==> config.mk <==
export PLATFORM = sky130hd
export DESIGN_NAME = hazard_scoreboard_unit_flat
export DESIGN_NICKNAME = d
export VERILOG_FILES = /design/src/rtl/hazard_pkg.sv /design/src/rtl/hazard_scoreboard_unit_if.sv /design/src/rtl/hazard_scoreboard_unit_pending_scoreboard.sv /design/src/rtl/hazard_scoreboard_unit.sv /design/src/flat_wrapper.sv
export SDC_FILE = /design/constraint.sdc
export NUM_CORES = 1
export LEC_CHECK = 0
export ABC_CLOCK_PERIOD_IN_PS = 3630
export BUFFER_PORTS_ARGS = -buffer_cell sky130_fd_sc_hd__buf_2
export CORE_MARGIN = 2
export CORE_UTILIZATION = 30
export DETAILED_ROUTE_END_ITERATION = 8
export PLACE_DENSITY = 0.57
export SYNTH_ARGS = -nofsm -noshare
export SYNTH_HDL_FRONTEND = slang
export SYNTH_SLANG_ARGS = --single-unit
==> constraint.sdc <==
create_clock -name clk -period 3.63 [get_ports clk]
set_input_delay 0.1815 -clock clk [delete_from_list [all_inputs] [get_ports clk]]
set_output_delay 0.1815 -clock clk [all_outputs]
set_load 0.1 [all_outputs]
==> src/rtl/hazard_pkg.sv <==
// Shared constants and types for the hazard scoreboard unit.
package hazard_pkg;

    localparam int DEFAULT_REG_ADDR_WIDTH = 5;
    localparam int DEFAULT_LONG_DEPTH     = 2;
    localparam int DEFAULT_PERF_WIDTH     = 32;

    // Width of a counter that must represent 0..depth inclusive.
    function automatic int count_width(input int depth);
        return $clog2(depth + 1);
    endfunction

    localparam int DEFAULT_COUNT_WIDTH = count_width(DEFAULT_LONG_DEPTH);

    typedef struct packed {
        logic raw_execute;
        logic raw_memory;
        logic raw_long;
        logic waw_long;
        logic csr;
    } data_hazard_t;

endpackage

==> src/rtl/hazard_scoreboard_unit_if.sv <==
// Pipeline-status and hazard-control bundle between the core and the hazard unit.
interface hazard_scoreboard_unit_if
    import hazard_pkg::*;
#(
    parameter int REG_ADDR_WIDTH = DEFAULT_REG_ADDR_WIDTH,
    parameter int PERF_WIDTH     = DEFAULT_PERF_WIDTH
);

    logic [REG_ADDR_WIDTH-1:0] rs1_address_decode;
    logic [REG_ADDR_WIDTH-1:0] rs2_address_decode;
    logic [REG_ADDR_WIDTH-1:0] rd_address_decode;
    logic                      uses_rs1;
    logic                      uses_rs2;
    logic                      writes_rd_decode;
    logic                      uses_csr;
    logic [REG_ADDR_WIDTH-1:0] rd_address_execute;
    logic                      csr_write_execute;
    logic [REG_ADDR_WIDTH-1:0] rd_address_memory;
    logic                      csr_write_memory;
    logic                      bypass_memory;
    logic                      branch_taken;
    logic                      mret_memory;
    logic                      load_store;
    logic                      long_memory;
    logic [REG_ADDR_WIDTH-1:0] rd_address_writeback;
    logic                      csr_write_writeback;
    logic                      mret_writeback;
    logic                      wfi;
    logic                      traped;
    logic                      fetch_ready;
    logic                      mem_ready;
    logic                      long_done;
    logic [REG_ADDR_WIDTH-1:0] long_rd;

    logic                      long_dispatch;
    logic                      long_grant;
    logic                      stall_fetch;
    logic                      invalidate_fetch;
    logic                      stall_decode;
    logic                      invalidate_decode;
    logic                      stall_execute;
    logic                      invalidate_execute;
    logic                      stall_memory;
    logic                      invalidate_memory;
    logic                      stall_writeback;
    logic [PERF_WIDTH-1:0]     perf_data_stall;
    logic [PERF_WIDTH-1:0]     perf_long_stall;
    logic [PERF_WIDTH-1:0]     perf_mem_stall;

    modport master (
        output rs1_address_decode, rs2_address_decode, rd_address_decode,
        output uses_rs1, uses_rs2, writes_rd_decode, uses_csr,
        output rd_address_execute, csr_write_execute,
        output rd_address_memory, csr_write_memory, bypass_memory, branch_taken,
        output mret_memory, load_store, long_memory,
        output rd_address_writeback, csr_write_writeback, mret_writeback, wfi, traped,
        output fetch_ready, mem_ready, long_done, long_rd,
        input  long_dispatch, long_grant,
        input  stall_fetch, invalidate_fetch, stall_decode, invalidate_decode,
        input  stall_execute, invalidate_execute, stall_memory, invalidate_memory,
        input  stall_writeback,
        input  perf_data_stall, perf_long_stall, perf_mem_stall
    );

    modport slave (
        input  rs1_address_decode, rs2_address_decode, rd_address_decode,
        input  uses_rs1, uses_rs2, writes_rd_decode, uses_csr,
        input  rd_address_execute, csr_write_execute,
        input  rd_address_memory, csr_write_memory, bypass_memory, branch_taken,
        input  mret_memory, load_store, long_memory,
        input  rd_address_writeback, csr_write_writeback, mret_writeback, wfi, traped,
        input  fetch_ready, mem_ready, long_done, long_rd,
        output long_dispatch, long_grant,
        output stall_fetch, invalidate_fetch, stall_decode, invalidate_decode,
        output stall_execute, invalidate_execute, stall_memory, invalidate_memory,
        output stall_writeback,
        output perf_data_stall, perf_long_stall, perf_mem_stall
    );

endinterface

==> src/rtl/hazard_scoreboard_unit_pending_scoreboard.sv <==
// Per-register pending bits for in-flight long ops plus the outstanding-op count.
module pending_scoreboard
    import hazard_pkg::*;
#(
    parameter int REG_ADDR_WIDTH = DEFAULT_REG_ADDR_WIDTH,
    parameter int LONG_DEPTH     = DEFAULT_LONG_DEPTH
) (
    input  logic                      clk,
    input  logic                      reset,
    input  logic                      dispatch_i,
    input  logic [REG_ADDR_WIDTH-1:0] set_addr_i,
    input  logic                      grant_i,
    input  logic [REG_ADDR_WIDTH-1:0] clr_addr_i,
    input  logic [REG_ADDR_WIDTH-1:0] rs1_addr_i,
    input  logic [REG_ADDR_WIDTH-1:0] rs2_addr_i,
    input  logic [REG_ADDR_WIDTH-1:0] rd_addr_i,
    input  logic [REG_ADDR_WIDTH-1:0] mem_addr_i,
    output logic                      pend_rs1_o,
    output logic                      pend_rs2_o,
    output logic                      pend_rd_o,
    output logic                      pend_mem_o,
    output logic                      full_o
);

    localparam int REG_COUNT   = 2 ** REG_ADDR_WIDTH;
    localparam int COUNT_WIDTH = count_width(LONG_DEPTH);
    localparam logic [COUNT_WIDTH-1:0] COUNT_MAX = COUNT_WIDTH'(LONG_DEPTH);
    localparam logic [COUNT_WIDTH-1:0] COUNT_ONE = COUNT_WIDTH'(1);

    logic [REG_COUNT-1:0]   pending_q, pending_d;
    logic [COUNT_WIDTH-1:0] count_q, count_d;

    always_comb begin
        // NOTE: every always_comb output gets a default first so no path leaves it unassigned (no latch).
        pending_d = pending_q;
        count_d   = count_q;
        // Clear before set so a same-cycle set on the same index wins.
        if (grant_i) begin
            pending_d[clr_addr_i] = 1'b0;
        end
        if (dispatch_i) begin
            pending_d[set_addr_i] = 1'b1;
        end
        pending_d[0] = 1'b0;

        if (dispatch_i && !grant_i) begin
            count_d = count_q + COUNT_ONE;
        end else if (grant_i && !dispatch_i && count_q != '0) begin
            count_d = count_q - COUNT_ONE;
        end
    end

    always_ff @(posedge clk) begin
        // NOTE: sequential state uses non-blocking (<=) so all flops update from pre-edge values.
        if (reset) begin
            // NOTE: the pending vector is a flag array, not a RAM, so it is reset; stale bits would fake hazards.
            pending_q <= '0;
            count_q   <= '0;
        end else begin
            pending_q <= pending_d;
            count_q   <= count_d;
        end
    end

    assign pend_rs1_o = pending_q[rs1_addr_i];
    assign pend_rs2_o = pending_q[rs2_addr_i];
    assign pend_rd_o  = pending_q[rd_addr_i];
    assign pend_mem_o = pending_q[mem_addr_i];
    assign full_o     = (count_q == COUNT_MAX);

endmodule

==> src/rtl/hazard_scoreboard_unit.sv <==
// Five-stage stall/invalidate network with long-op scoreboard and write-port arbitration.
// Optional stall-cycle performance counters are built when HAZARD_PERF_EN is defined.
module hazard_scoreboard_unit
    import hazard_pkg::*;
#(
    parameter int REG_ADDR_WIDTH = DEFAULT_REG_ADDR_WIDTH,
    parameter int LONG_DEPTH     = DEFAULT_LONG_DEPTH,
    parameter int PERF_WIDTH     = DEFAULT_PERF_WIDTH
) (
    input logic                     clk,
    input logic                     reset,
    hazard_scoreboard_unit_if.slave hz
);

    logic         trap_inv;
    logic         branch_inv;
    logic         mem_wait;
    logic         data_hazard;
    logic         long_block;
    logic         pend_rs1, pend_rs2, pend_rd, pend_mem, sb_full;
    data_hazard_t hazard;

    assign trap_inv   = hz.mret_writeback || hz.traped;
    assign branch_inv = hz.branch_taken || trap_inv;
    assign mem_wait   = !hz.mem_ready && hz.load_store;

    assign hazard.raw_execute = (hz.rd_address_execute != '0) &&
        ((hz.uses_rs1 && hz.rs1_address_decode == hz.rd_address_execute) ||
         (hz.uses_rs2 && hz.rs2_address_decode == hz.rd_address_execute));
    // Long ops leave memory with bypass_memory low, so this also covers the dispatch gap.
    assign hazard.raw_memory  = (hz.rd_address_memory != '0) && !hz.bypass_memory &&
        ((hz.uses_rs1 && hz.rs1_address_decode == hz.rd_address_memory) ||
         (hz.uses_rs2 && hz.rs2_address_decode == hz.rd_address_memory));
    assign hazard.raw_long    = (pend_rs1 && hz.uses_rs1) || (pend_rs2 && hz.uses_rs2);
    assign hazard.waw_long    = hz.writes_rd_decode && pend_rd;
    assign hazard.csr         = hz.uses_csr &&
        (hz.csr_write_execute || hz.csr_write_memory || hz.csr_write_writeback);
    assign data_hazard        = |hazard;

    pending_scoreboard #(
        .REG_ADDR_WIDTH (REG_ADDR_WIDTH),
        .LONG_DEPTH     (LONG_DEPTH)
    ) u_scoreboard (
        .clk        (clk),
        .reset      (reset),
        .dispatch_i (hz.long_dispatch),
        .set_addr_i (hz.rd_address_memory),
        .grant_i    (hz.long_grant),
        .clr_addr_i (hz.long_rd),
        .rs1_addr_i (hz.rs1_address_decode),
        .rs2_addr_i (hz.rs2_address_decode),
        .rd_addr_i  (hz.rd_address_decode),
        .mem_addr_i (hz.rd_address_memory),
        .pend_rs1_o (pend_rs1),
        .pend_rs2_o (pend_rs2),
        .pend_rd_o  (pend_rd),
        .pend_mem_o (pend_mem),
        .full_o     (sb_full)
    );

    assign long_block = hz.long_memory &&
        (sb_full || (hz.rd_address_memory != '0 && pend_mem));

    assign hz.invalidate_execute = reset || branch_inv;
    assign hz.invalidate_memory  = reset || trap_inv || mem_wait;
    assign hz.invalidate_decode  = reset || branch_inv || data_hazard;
    assign hz.invalidate_fetch   = reset || branch_inv || (!hz.fetch_ready && !hz.invalidate_decode);

    // Long completion owns the write port; writeback waits unless a trap flushes it anyway.
    assign hz.long_grant      = hz.long_done;
    assign hz.stall_writeback = !reset && hz.long_grant &&
        (hz.rd_address_writeback != '0) && !trap_inv;
    assign hz.stall_memory    = !hz.invalidate_memory &&
        (hz.stall_writeback || hz.wfi || long_block);
    assign hz.stall_execute   = !hz.invalidate_execute &&
        (hz.stall_memory || hz.invalidate_memory || mem_wait || hz.mret_memory);
    assign hz.stall_decode    = !hz.invalidate_decode &&
        (hz.stall_execute || hz.invalidate_execute);
    assign hz.stall_fetch     = !hz.invalidate_fetch &&
        (hz.stall_decode || hz.invalidate_decode);

    assign hz.long_dispatch = hz.long_memory && !long_block &&
        !hz.stall_memory && !hz.invalidate_memory;

`ifdef HAZARD_PERF_EN
    logic [PERF_WIDTH-1:0] perf_data_q, perf_long_q, perf_mem_q;

    always_ff @(posedge clk) begin
        if (reset) begin
            perf_data_q <= '0;
            perf_long_q <= '0;
            perf_mem_q  <= '0;
        end else begin
            perf_data_q <= perf_data_q + PERF_WIDTH'(data_hazard);
            perf_long_q <= perf_long_q + PERF_WIDTH'(long_block && hz.long_memory);
            perf_mem_q  <= perf_mem_q + PERF_WIDTH'(mem_wait);
        end
    end

    assign hz.perf_data_stall = perf_data_q;
    assign hz.perf_long_stall = perf_long_q;
    assign hz.perf_mem_stall  = perf_mem_q;
`else
    assign hz.perf_data_stall = '0;
    assign hz.perf_long_stall = '0;
    assign hz.perf_mem_stall  = '0;
`endif

endmodule

==> src/flat_wrapper.sv <==
// flat-port wrapper written by rule: the top's interface ports become plain ports
module hazard_scoreboard_unit_flat import hazard_pkg::*;
#(
    parameter int REG_ADDR_WIDTH = DEFAULT_REG_ADDR_WIDTH,
    parameter int LONG_DEPTH     = DEFAULT_LONG_DEPTH,
    parameter int PERF_WIDTH     = DEFAULT_PERF_WIDTH
)
  (clk, reset, hz_rs1_address_decode, hz_rs2_address_decode, hz_rd_address_decode, hz_uses_rs1, hz_uses_rs2, hz_writes_rd_decode, hz_uses_csr, hz_rd_address_execute, hz_csr_write_execute, hz_rd_address_memory, hz_csr_write_memory, hz_bypass_memory, hz_branch_taken, hz_mret_memory, hz_load_store, hz_long_memory, hz_rd_address_writeback, hz_csr_write_writeback, hz_mret_writeback, hz_wfi, hz_traped, hz_fetch_ready, hz_mem_ready, hz_long_done, hz_long_rd, hz_long_dispatch, hz_long_grant, hz_stall_fetch, hz_invalidate_fetch, hz_stall_decode, hz_invalidate_decode, hz_stall_execute, hz_invalidate_execute, hz_stall_memory, hz_invalidate_memory, hz_stall_writeback, hz_perf_data_stall, hz_perf_long_stall, hz_perf_mem_stall);
  hazard_scoreboard_unit_if #(.REG_ADDR_WIDTH(REG_ADDR_WIDTH), .PERF_WIDTH(PERF_WIDTH)) hz_i ();
  input logic clk;
  input logic reset;
  input wire logic [$bits(hz_i.rs1_address_decode)-1:0] hz_rs1_address_decode;
  input wire logic [$bits(hz_i.rs2_address_decode)-1:0] hz_rs2_address_decode;
  input wire logic [$bits(hz_i.rd_address_decode)-1:0] hz_rd_address_decode;
  input wire logic [$bits(hz_i.uses_rs1)-1:0] hz_uses_rs1;
  input wire logic [$bits(hz_i.uses_rs2)-1:0] hz_uses_rs2;
  input wire logic [$bits(hz_i.writes_rd_decode)-1:0] hz_writes_rd_decode;
  input wire logic [$bits(hz_i.uses_csr)-1:0] hz_uses_csr;
  input wire logic [$bits(hz_i.rd_address_execute)-1:0] hz_rd_address_execute;
  input wire logic [$bits(hz_i.csr_write_execute)-1:0] hz_csr_write_execute;
  input wire logic [$bits(hz_i.rd_address_memory)-1:0] hz_rd_address_memory;
  input wire logic [$bits(hz_i.csr_write_memory)-1:0] hz_csr_write_memory;
  input wire logic [$bits(hz_i.bypass_memory)-1:0] hz_bypass_memory;
  input wire logic [$bits(hz_i.branch_taken)-1:0] hz_branch_taken;
  input wire logic [$bits(hz_i.mret_memory)-1:0] hz_mret_memory;
  input wire logic [$bits(hz_i.load_store)-1:0] hz_load_store;
  input wire logic [$bits(hz_i.long_memory)-1:0] hz_long_memory;
  input wire logic [$bits(hz_i.rd_address_writeback)-1:0] hz_rd_address_writeback;
  input wire logic [$bits(hz_i.csr_write_writeback)-1:0] hz_csr_write_writeback;
  input wire logic [$bits(hz_i.mret_writeback)-1:0] hz_mret_writeback;
  input wire logic [$bits(hz_i.wfi)-1:0] hz_wfi;
  input wire logic [$bits(hz_i.traped)-1:0] hz_traped;
  input wire logic [$bits(hz_i.fetch_ready)-1:0] hz_fetch_ready;
  input wire logic [$bits(hz_i.mem_ready)-1:0] hz_mem_ready;
  input wire logic [$bits(hz_i.long_done)-1:0] hz_long_done;
  input wire logic [$bits(hz_i.long_rd)-1:0] hz_long_rd;
  output wire logic [$bits(hz_i.long_dispatch)-1:0] hz_long_dispatch;
  output wire logic [$bits(hz_i.long_grant)-1:0] hz_long_grant;
  output wire logic [$bits(hz_i.stall_fetch)-1:0] hz_stall_fetch;
  output wire logic [$bits(hz_i.invalidate_fetch)-1:0] hz_invalidate_fetch;
  output wire logic [$bits(hz_i.stall_decode)-1:0] hz_stall_decode;
  output wire logic [$bits(hz_i.invalidate_decode)-1:0] hz_invalidate_decode;
  output wire logic [$bits(hz_i.stall_execute)-1:0] hz_stall_execute;
  output wire logic [$bits(hz_i.invalidate_execute)-1:0] hz_invalidate_execute;
  output wire logic [$bits(hz_i.stall_memory)-1:0] hz_stall_memory;
  output wire logic [$bits(hz_i.invalidate_memory)-1:0] hz_invalidate_memory;
  output wire logic [$bits(hz_i.stall_writeback)-1:0] hz_stall_writeback;
  output wire logic [$bits(hz_i.perf_data_stall)-1:0] hz_perf_data_stall;
  output wire logic [$bits(hz_i.perf_long_stall)-1:0] hz_perf_long_stall;
  output wire logic [$bits(hz_i.perf_mem_stall)-1:0] hz_perf_mem_stall;
  assign hz_i.rs1_address_decode = hz_rs1_address_decode;
  assign hz_i.rs2_address_decode = hz_rs2_address_decode;
  assign hz_i.rd_address_decode = hz_rd_address_decode;
  assign hz_i.uses_rs1 = hz_uses_rs1;
  assign hz_i.uses_rs2 = hz_uses_rs2;
  assign hz_i.writes_rd_decode = hz_writes_rd_decode;
  assign hz_i.uses_csr = hz_uses_csr;
  assign hz_i.rd_address_execute = hz_rd_address_execute;
  assign hz_i.csr_write_execute = hz_csr_write_execute;
  assign hz_i.rd_address_memory = hz_rd_address_memory;
  assign hz_i.csr_write_memory = hz_csr_write_memory;
  assign hz_i.bypass_memory = hz_bypass_memory;
  assign hz_i.branch_taken = hz_branch_taken;
  assign hz_i.mret_memory = hz_mret_memory;
  assign hz_i.load_store = hz_load_store;
  assign hz_i.long_memory = hz_long_memory;
  assign hz_i.rd_address_writeback = hz_rd_address_writeback;
  assign hz_i.csr_write_writeback = hz_csr_write_writeback;
  assign hz_i.mret_writeback = hz_mret_writeback;
  assign hz_i.wfi = hz_wfi;
  assign hz_i.traped = hz_traped;
  assign hz_i.fetch_ready = hz_fetch_ready;
  assign hz_i.mem_ready = hz_mem_ready;
  assign hz_i.long_done = hz_long_done;
  assign hz_i.long_rd = hz_long_rd;
  assign hz_long_dispatch = hz_i.long_dispatch;
  assign hz_long_grant = hz_i.long_grant;
  assign hz_stall_fetch = hz_i.stall_fetch;
  assign hz_invalidate_fetch = hz_i.invalidate_fetch;
  assign hz_stall_decode = hz_i.stall_decode;
  assign hz_invalidate_decode = hz_i.invalidate_decode;
  assign hz_stall_execute = hz_i.stall_execute;
  assign hz_invalidate_execute = hz_i.invalidate_execute;
  assign hz_stall_memory = hz_i.stall_memory;
  assign hz_invalidate_memory = hz_i.invalidate_memory;
  assign hz_stall_writeback = hz_i.stall_writeback;
  assign hz_perf_data_stall = hz_i.perf_data_stall;
  assign hz_perf_long_stall = hz_i.perf_long_stall;
  assign hz_perf_mem_stall = hz_i.perf_mem_stall;
  hazard_scoreboard_unit #(.REG_ADDR_WIDTH(REG_ADDR_WIDTH), .LONG_DEPTH(LONG_DEPTH), .PERF_WIDTH(PERF_WIDTH)) u_core (.clk(clk), .reset(reset), .hz(hz_i));
endmodule
# ---- Yosys cells after proc, flatten, opt, wreduce, memory -nomap -nowiden
# Index checks and enable logic that the tools add are counted.
dict set report totals {
  register_bits 34
  inputBits 55
  word_cells 105
  out_inout_bits 107
}
dict set report classes {
  add_sub_neg 2
  n_bitwise 3
  n_reduce_logical 69
  mux 16
  eq_ne 5
  order_cmp 7
}
# op n
set ops {}
lappend ops {{32-bit two-way mux} 2}
lappend ops {{32-bit AND} 1}
lappend ops {{32-bit inverter} 1}
lappend ops {{32-bit OR} 1}
lappend ops {{1-bit logical AND} 30}
lappend ops {{5-bit by 6-bit < comparator with 1-bit output (second input constant)} 5}
lappend ops {{1-bit binary-select mux with 5-bit select} 4}
lappend ops {{5-bit == test} 4}
lappend ops {{1-bit logical OR} 20}
lappend ops {{5-bit nonzero test} 3}
lappend ops {{1-bit logical NOT} 13}
lappend ops {{1-bit demux with 5-bit select} 2}
lappend ops {{5-bit by 1-bit >= comparator with 1-bit output (second input constant)} 2}
lappend ops {{1-bit two-way mux} 6}
lappend ops {{5-bit OR reduction} 1}
lappend ops {{2-bit two-way mux} 2}
lappend ops {{2-bit nonzero test} 2}
lappend ops {{2-bit by 1-bit adder with 2-bit output (second input constant)} 1}
lappend ops {{2-bit == test (second input constant)} 1}
lappend ops {{2-bit by 1-bit subtractor with 2-bit output (second input constant)} 1}

# ---- Longest topological paths before layout
# Gate-level depths: netlist of run 1.
dict set report depth {
  depth_word 15
  mapped_depth 8
  mapped_depth_nobuf 6
}

# ---- Modules after synthesis
# A second synthesis of run 1 with hierarchy kept.
dict set report unflattened {
  cells_unflattened 475
  area_unflattened_um2 3732.3
}
# module n_inst area_per_inst_um2 seq_area_each_um2 cells_each
set modules_own_cells {}
lappend modules_own_cells {pending_scoreboard 1 2576.2 660.6 316}
lappend modules_own_cells {hazard_scoreboard_unit 1 1156.1 0.0 159}

# ---- Least setup slack after synthesis of run 1
# No wires, ideal clock.
dict set report synth_path {
  path_kind {in2out}
  from {in hz_load_store}
  to {out hz_stall_decode}
  path_buffers 0
  arrival_time_ps 5088
  setup_slack_ps -1640
  path_stages 5
  required_time_ps 3448
  cell_sequence {inv_1 -> o21ai_0 -> or4_1 -> nor2_1 -> a211oi_1}
}
dict set report synth_via {
  elab_chain_cells 10
}
# element line_no
set synth_lines {}
lappend synth_lines {{start, declared} flat_wrapper.sv:26} ;# input wire logic [$bits(hz_i.load_store)-1:0] hz_load_store;
lappend synth_lines {{1-bit logical AND *} hazard_scoreboard_unit.sv:25} ;# assign mem_wait = !hz.mem_ready && hz.load_store;
lappend synth_lines {{1-bit logical OR *} hazard_scoreboard_unit.sv:65} ;# assign hz.invalidate_memory = reset || trap_inv || mem_wait;
lappend synth_lines {{named net hz_invalidate_memory} flat_wrapper.sv:46} ;# output wire logic [$bits(hz_i.invalidate_memory)-1:0] hz_invalidate_memory;
lappend synth_lines {{1-bit logical NOT} hazard_scoreboard_unit.sv:73} ;# assign hz.stall_memory = !hz.invalidate_memory &&
lappend synth_lines {{1-bit logical AND} hazard_scoreboard_unit.sv:73}
lappend synth_lines {{1-bit logical OR * (3 in a row)} hazard_scoreboard_unit.sv:76} ;# (hz.stall_memory || hz.invalidate_memory || mem_wait || hz.mret_memory);
lappend synth_lines {{1-bit logical AND *} hazard_scoreboard_unit.sv:75} ;# assign hz.stall_execute = !hz.invalidate_execute &&
lappend synth_lines {{1-bit logical OR *} hazard_scoreboard_unit.sv:78} ;# (hz.stall_execute || hz.invalidate_execute);
lappend synth_lines {{1-bit logical AND *} hazard_scoreboard_unit.sv:77} ;# assign hz.stall_decode = !hz.invalidate_decode &&
lappend synth_lines {{end, declared} flat_wrapper.sv:41} ;# output wire logic [$bits(hz_i.stall_decode)-1:0] hz_stall_decode;
# Mark *: on every way through the listed nets, which the timed path passes. The rest lies on a longest branch.

# ---- Final worst setup path of run 1
dict set report layout_path {
  from {reg u_core.u_scoreboard.pending_q[26]}
  to {out hz_stall_fetch}
}
dict set report layout_via {
  elab_chain_cells 15
  word_cells_on_any_way 31
  classes_between {mux: 8; reduce/logical: 23}
}
# element line_no
set layout_lines {}
lappend layout_lines {{start, declared} hazard_scoreboard_unit_pending_scoreboard.sv:30} ;# logic [REG_COUNT-1:0] pending_q, pending_d;
lappend layout_lines {{start signal, assigned} hazard_scoreboard_unit_pending_scoreboard.sv:60} ;# pending_q <= pending_d;
lappend layout_lines {{1-bit binary-select mux with 5-bit select} hazard_scoreboard_unit_pending_scoreboard.sv:68} ;# assign pend_mem_o = pending_q[mem_addr_i];
lappend layout_lines {{1-bit two-way mux (implied by the code)} hazard_scoreboard_unit_pending_scoreboard.sv:68}
lappend layout_lines {{1-bit logical AND} hazard_scoreboard_unit.sv:62} ;# (sb_full || (hz.rd_address_memory != '0 && pend_mem));
lappend layout_lines {{1-bit logical OR} hazard_scoreboard_unit.sv:62}
lappend layout_lines {{1-bit logical AND} hazard_scoreboard_unit.sv:61} ;# assign long_block = hz.long_memory &&
lappend layout_lines {{1-bit logical OR} hazard_scoreboard_unit.sv:74} ;# (hz.stall_writeback || hz.wfi || long_block);
lappend layout_lines {{1-bit logical AND} hazard_scoreboard_unit.sv:73}
lappend layout_lines {{1-bit logical OR (3 in a row)} hazard_scoreboard_unit.sv:76}
lappend layout_lines {{1-bit logical AND} hazard_scoreboard_unit.sv:75}
lappend layout_lines {{1-bit logical OR} hazard_scoreboard_unit.sv:78}
lappend layout_lines {{1-bit logical AND} hazard_scoreboard_unit.sv:77}
lappend layout_lines {{1-bit logical OR} hazard_scoreboard_unit.sv:80} ;# (hz.stall_decode || hz.invalidate_decode);
lappend layout_lines {{1-bit logical AND *} hazard_scoreboard_unit.sv:79} ;# assign hz.stall_fetch = !hz.invalidate_fetch &&
lappend layout_lines {{end, declared} flat_wrapper.sv:39} ;# output wire logic [$bits(hz_i.stall_fetch)-1:0] hz_stall_fetch;
# Mark *: on every way between the ends. The rest lies on a longest branch, timed or not. The select of a mux whose other input is x is not followed.

==> flow_summary.ini, run 1 <==
[logic_synthesis]
ys_dominant_reg_cell = dfxtp_1
synth.distinct_cells = 49
ys_ff_latch = 33
synth_edf_count = 0
synth.avg_cell_area_um2 = 8.528
synth-xor-area-share_pct = 4.722
muxShareOfSynthArea_pct = 20.61
ys.warnings.count = 0
netlist_area_mm2 = 0.003710
ys_seq_area_share_pct = 17.81
async_flop_share_pct = 0
synth-simple-area-share_pct = 20.51
synth-compound-area-share_pct = 13.46
synth_top_family_by_area = buffers and inverters
syn_inst = 435
synthAdderAreaFrac_pct = 0

[die]
std_cell_rows = 40
die_x_um = 115.2
coreArea_mm2 = 0.01206
die-area_mm2 = 0.01327
start_util_pct = 30.76
fp.dieH_um = 115.2
pin_count = 162

[clock_tree]
clock_latency_ps = 280
cts_tree = built
holdBufCountCts = 0
clockRootBuffer = clkbuf_16
post_cts_resized = 0
numCtsBuffers = 5
clk_path_buf_depth = 2
cts.htree.levels = 2
clk_pin_slew_worst_paths_ps = 50
clock_sinks = 33
cts_setup_buffers = 0

[global_routing]
antenna_found_initial = 0
grt_pass1_wl_um = 15470
grtUsageTotal_pct = 14.92
grt_max_degree = 38
grt_pass1_vias = 2854
overflow = 0

[drt]
via_count = 3204
remaining_drc_errors = 0
routed_wl_um = 9997
vias_per_cell = 4.892
first_iter_violations = 213
drtPass1Iterations = 4
wire_per_inst_um = 15.26
postRouteAntennaNets = 0

[worst_setup_path]
cp_data_arrival_time_ps = 3010
start_kind = flop
crit_required_ps = 3450
crit_chain = mux4_2 -> a311o_1 -> or4_1 -> or4_1 -> o31a_1 -> buf_2
cpMostUsedCell = or4_1
cp_max_fo = 5
path_class = flop to output pin
worst_path_largest_cell_delay_ps = 570
cp-end-kind = output pin
slowest_stage = or4_1

[power]
vdd_ir_drop_max_v = 0.0001937
p_leak_nw = 1.566
p_per_area_mw_per_mm2 = 346.9
power_mw = 1.389

[place]
place.gp.congestion = 0.8808
placedCellCount = 647
io_buffer_count = 65
hpwlAfterDp_um = 7910

[final_layout]
area_delta_synth_final_pct = 7.892
final_cells = 655
fin_util_pct = 33.18
antenna_cells = 0
mostFrequentLayoutCell = conb_1
final_cell_mix = conb_1 (96), buf_2 (63), o21ai_0 (48), dfxtp_1 (33), mux4_2 (28)
layout-drive-gt1-share_pct = 23.41
nets = 541

[timing]
rsz0062_at_grt = false
fin_setup_tns_ps = 0
max_freq_mhz = 313.0
max_slew_margin_pct = 62.09
final-hold-violation-count = 0
skew_ps = 3.606
setup_viol = 0
worst_pin_slew_ps = 568.6
fin_crit_ps = 3195
drv_slew = 0
period_share_pct = 88.00

[worst_hold_path]
worstHoldPathType = input pin to flop

[run]
cap_violations = 0

[run_status]
status = completed
-- kinds of logic after synthesis --
kind of cell | after synthesis
other cells | 1
buf+inv | 126
xor+xnor | 20
flops | 33
mux | 41
simple gates | 132
compound gates | 82
-- final cells by class --
cell class | instances | area [um^2]
well taps | 168 | 210.2
fillers | 1271 | 8059
clock buffers | 6 | 128.9
multi-input cells | 371 | 2592
inverters | 8 | 30.03
clock inverters | 2 | 10.01
flip-flops and latches | 33 | 660.6
repair buffers | 67 | 370.4
-- synthesized netlist by cell type (4+ instances only) --
cell	count	area share, %
nor2_1	12	1.2
inv_1	8	0.81
buf_4	97	20
nor2b_1	25	4.2
o21ai_0	49	6.6
or2_2	4	0.67
or4_1	4	0.81
mux2i_1	10	2.7
nand3_1	9	1.2
nand2_1	27	2.7
nand3b_1	17	3.4
a21oi_1	4	0.54
xor2_1	8	1.9
clkbuf_1	11	1.1
a2111oi_0	4	0.94
xnor2_1	12	2.8
mux4_2	28	17
dfxtp_1	33	18
nor3b_1	5	1.0
nor3_1	6	0.81
nand4_1	4	0.67
buf_2	7	0.94
nor4_1	4	0.67
-- layer usage --
layer	track usage (%)	vias to the layer above	share of wire [%]	wire length (um)
met5	0	-	0	0
met4	6.104	0	2.5	246
met3	2.847	19	8.3	832
met2	23.49	166	45	4527
met1	20.12	1537	44	4391
li1	-	1482	-	-
-- metrics by stage --
stage	hold slack, ps	cell area, um^2	worst slack [ps]
after floorplan	414.7	4099	67.71
after global placement	531.5	3864	598.7
after detailed placement	550.5	3864	580.6
after CTS	346.3	4003	428.2
after global routing	404.6	4003	233.7
final	357.7	4003	435.5
-- where the power goes --
group / internal, mW / total (mW) / switching [mW]
Combinational: 0.0729 / 0.628 / 0.555
Clock: 0.251 / 0.397 / 0.146
Sequential: 0.363 / 0.364 / 0.000562
-- final timing paths --
check                                                from  slack [ps]                                      endpoint  cells past startpoint
min                                         hz_long_rd[1]         360   u_core.u_scoreboard.pending_q[5]$_SDFF_PP0_                      5
max          u_core.u_scoreboard.pending_q[26]$_SDFF_PP0_         440                                hz_stall_fetch                      6
min reg2reg   u_core.u_scoreboard.count_q[1]$_SDFFE_PP0P_         560   u_core.u_scoreboard.count_q[1]$_SDFFE_PP0P_                      2
max reg2reg  u_core.u_scoreboard.pending_q[19]$_SDFF_PP0_        1180  u_core.u_scoreboard.pending_q[15]$_SDFF_PP0_                      6
-- flip-flops by register name, indices dropped and copies added, names as in the netlist --
| signal | flops |
|---|---|
| u_core.u_scoreboard.pending_q | 31 |
| u_core.u_scoreboard.count_q | 2 |
-- worst max-delay path, delay by kind of cell, from the launching register on --
family,cells,cell delay [ps]
AO/OA/AOI/OAI,2,670
flip-flops,1,360
buffers and inverters,1,290
multiplexers,1,460
AND/OR/NAND/NOR,2,950
Note: power is estimated with default switching activity, not from simulation.
==> inputs of run 2 (changes only) <==
--- a/config.mk
+++ b/config.mk
@@ -5,7 +5,8 @@
 export SDC_FILE = /design/constraint.sdc
 export NUM_CORES = 1
 export LEC_CHECK = 0
-export ABC_CLOCK_PERIOD_IN_PS = 3630
+export ABC_AREA = 1
+export ABC_CLOCK_PERIOD_IN_PS = 3700
 export BUFFER_PORTS_ARGS = -buffer_cell sky130_fd_sc_hd__buf_2
 export CORE_MARGIN = 2
 export CORE_UTILIZATION = 30
==> constraint.sdc (replaced) <==
create_clock -name clk -period 3.7 [get_ports clk]
set_input_delay 0.185 -clock clk [delete_from_list [all_inputs] [get_ports clk]]
set_output_delay 0.185 -clock clk [all_outputs]
set_load 0.1 [all_outputs]
==> flow_summary.ini, run 2 <==
[drt]
vias_per_cell = 4.733
postRouteAntennaNets = 0
wire_per_inst_um = 13.51
via_count = 4160
routed_wl_um = 11870
remaining_drc_errors = 0
first_iter_violations = 438
drtPass1Iterations = 6

[logic_synthesis]
ys_ff_latch = 33
syn_inst = 660
synthTopCellsByArea = buf_4 (20%), dfxtp_1 (17%), nand2_1 (13%)
synth.distinct_cells = 26
synth_edf_count = 0
yosysTopAreaCellShare_pct = 19.73
ys_dominant_reg_cell = dfxtp_1
synthTopCellsByCount = nand2_1 (136), buf_4 (100), a21oi_1 (78)
post-synth-top-count-cell = nand2_1
synth.avg_cell_area_um2 = 5.765
netlist_area_mm2 = 0.003805
ys_seq_area_share_pct = 17.36
async_flop_share_pct = 0
yosysTopAreaCell = buf_4
ys.warnings.count = 0

[power]
p_leak_nw = 1.896
netSwitchingFraction_pct = 49.56
power_frac_clock_pct = 33.0
switchingPower_mw = 0.7453
vdd_ir_drop_max_v = 0.0002226
p_per_area_mw_per_mm2 = 371.9
seq_power_share_pct = 23.7
internal_power_mw = 0.7586
pwr-share-comb_pct = 43.3

[timing]
period_share_pct = 74.80
final-hold-violation-count = 0
max_freq_mhz = 361.3
worst_pin_slew_ps = 1216
fin_setup_tns_ps = 0
drv_slew = 0
max_slew_margin_pct = 18.30
rsz0062_at_grt = false
fin_crit_ps = 2768
setup_viol = 0
skew_ps = 6.320

[final_layout]
design_area_mm2 = 0.004044
nets = 761
largest_reg_flops = 31
final_cells = 879
layout-drive-gt1-share_pct = 11.17
final_cell_mix = nand2_1 (136), conb_1 (96), a21oi_1 (78), buf_2 (65), nand3_1 (57)
fin_util_pct = 32.31
regMostFlops = u_core.u_scoreboard.pending_q
area_delta_synth_final_pct = 6.281
mostFrequentLayoutCell = nand2_1
antenna_cells = 0
top_regs = u_core.u_scoreboard.pending_q: 31 flops, u_core.u_scoreboard.count_q: 2 flops

[clock_tree]
cts_tree = built
cts.htree.levels = 2
clock_latency_ps = 280
clockRootBuffer = clkbuf_16
clk_pin_slew_worst_paths_ps = 50
clock_sinks = 33
holdBufCountCts = 0
clk_path_buf_depth = 2
cts_setup_buffers = 0
numCtsBuffers = 5
post_cts_resized = 0

[worst_setup_path]
regToRegSetupSlack_ps = 1600
slowest_stage = buf_2
r2r_start = u_core.u_scoreboard.pending_q[9]$_SDFF_PP0_
ff2ff_path_depth = 14
cp-startpoint = hz_rd_address_memory[0]
cp_data_arrival_time_ps = 2580
crit_chain = buf_2 -> inv_2 -> nor2_2 -> nand2_1 -> nand3_1 -> nand2_1 -> nand2_1 -> nor2_1 -> nand2_1 -> nor2_1 -> nand4_2 -> inv_2 -> buf_2
crit_end = hz_long_dispatch
worst_path_largest_cell_delay_ps = 530
cp-end-kind = output pin
r2r-end = u_core.u_scoreboard.count_q[0]$_SDFFE_PP0P_
cpMostUsedCell = nand2_1
start_kind = input pin
path_class = input pin to output pin
crit_required_ps = 3510
cp_max_fo = 33

[die]
start_util_pct = 30.40
die_x_um = 116.6
fp.dieH_um = 116.6
std_cell_rows = 41
coreArea_mm2 = 0.01252
die-area_mm2 = 0.01360
pin_count = 162

[global_routing]
antenna_found_initial = 0
grt_pass1_vias = 3553
grtUsageTotal_pct = 17.05
grt_max_degree = 34
grt_pass1_wl_um = 18250
overflow = 0

[place]
place.gp.congestion = 0.9556
placedCellCount = 871
io_buffer_count = 65
hpwlAfterDp_um = 9334
place_area_mm2 = 0.003871

[run]
cap_violations = 0

[worst_hold_path]
worstHoldPathType = input pin to flop

[run_status]
status = completed
-- run 2: changes by cell type after synthesis, sizes merged, moves of 18 or more --
cell,previous run,this run
a21oi,4,78
nand2,27,136
nor2b,25,0
nand3,9,57
mux4,28,0
nor2,12,54
inv,8,56
nor3,7,25
-- run 2: logic make-up after synthesis --
family	after synthesis	synth area share, %
buffers and inverters	181	28.08
and+or+nand+nor	277	30.62
other	1	0.09856
DFF	33	17.36
AOI/OAI and AO/OA	167	23.61
xor gates and xnor gates	1	0.2302
-- run 2: final cells by class --
class	instances	area [um^2]
multi-input combinational	541	2437
clock inverter	1	30.03
clock buffer	7	142.6
fill	1462	8473
inverter	58	217.7
sequential	33	660.6
tap	172	215.2
timing repair buffer	67	340.3
-- run 2: worst min path at each step --
stage / startpoint / to / cells past startpoint
global route: hz_long_done / u_core.u_scoreboard.count_q[1]$_SDFFE_PP0P_ / 4
CTS: hz_long_done / u_core.u_scoreboard.count_q[1]$_SDFFE_PP0P_ / 4
finish: hz_long_done / u_core.u_scoreboard.count_q[1]$_SDFFE_PP0P_ / 4
floorplan: reset / u_core.u_scoreboard.pending_q[27]$_SDFF_PP0_ / 1
detailed placement: u_core.u_scoreboard.count_q[1]$_SDFFE_PP0P_ / u_core.u_scoreboard.count_q[1]$_SDFFE_PP0P_ / 3
global placement: u_core.u_scoreboard.count_q[1]$_SDFFE_PP0P_ / u_core.u_scoreboard.count_q[1]$_SDFFE_PP0P_ / 3
-- run 2: power by group through the flow --
stage	registers, mW	clock network, mW	logic, mW
floorplan	0.364	0	0.650
global placement	0.364	0	0.647
detailed placement	0.364	0	0.646
CTS	0.357	0.499	0.647
finish	0.357	0.496	0.651
global route	0.357	0.516	0.685
-- run 2: critical path: cells and delay by family --
kind / cells / cell delay (ps)
buffers and inverters: 4 / 1490
AND/OR/NAND/NOR: 9 / 890
-- run 2: per-stage QoR --
step	setup slack, ps	hold WS [ps]	power (mW)
floorplan	96.55	254.1	1.014
global placement	949.5	513.0	1.012
finish	932.4	247.9	1.504
global route	617.9	268.4	1.557
detailed placement	923.3	522.6	1.011
CTS	923.4	249.4	1.502
-- run 2: routing by layer --
layer / vias up / part of all wire (%) / GRT usage, %
li1: 2103 / - / -
met1: 1852 / 43 / 23.67
met2: 184 / 46 / 27.33
met3: 21 / 8.3 / 2.283
met4: 0 / 2.0 / 5.647
met5: - / 0 / 0
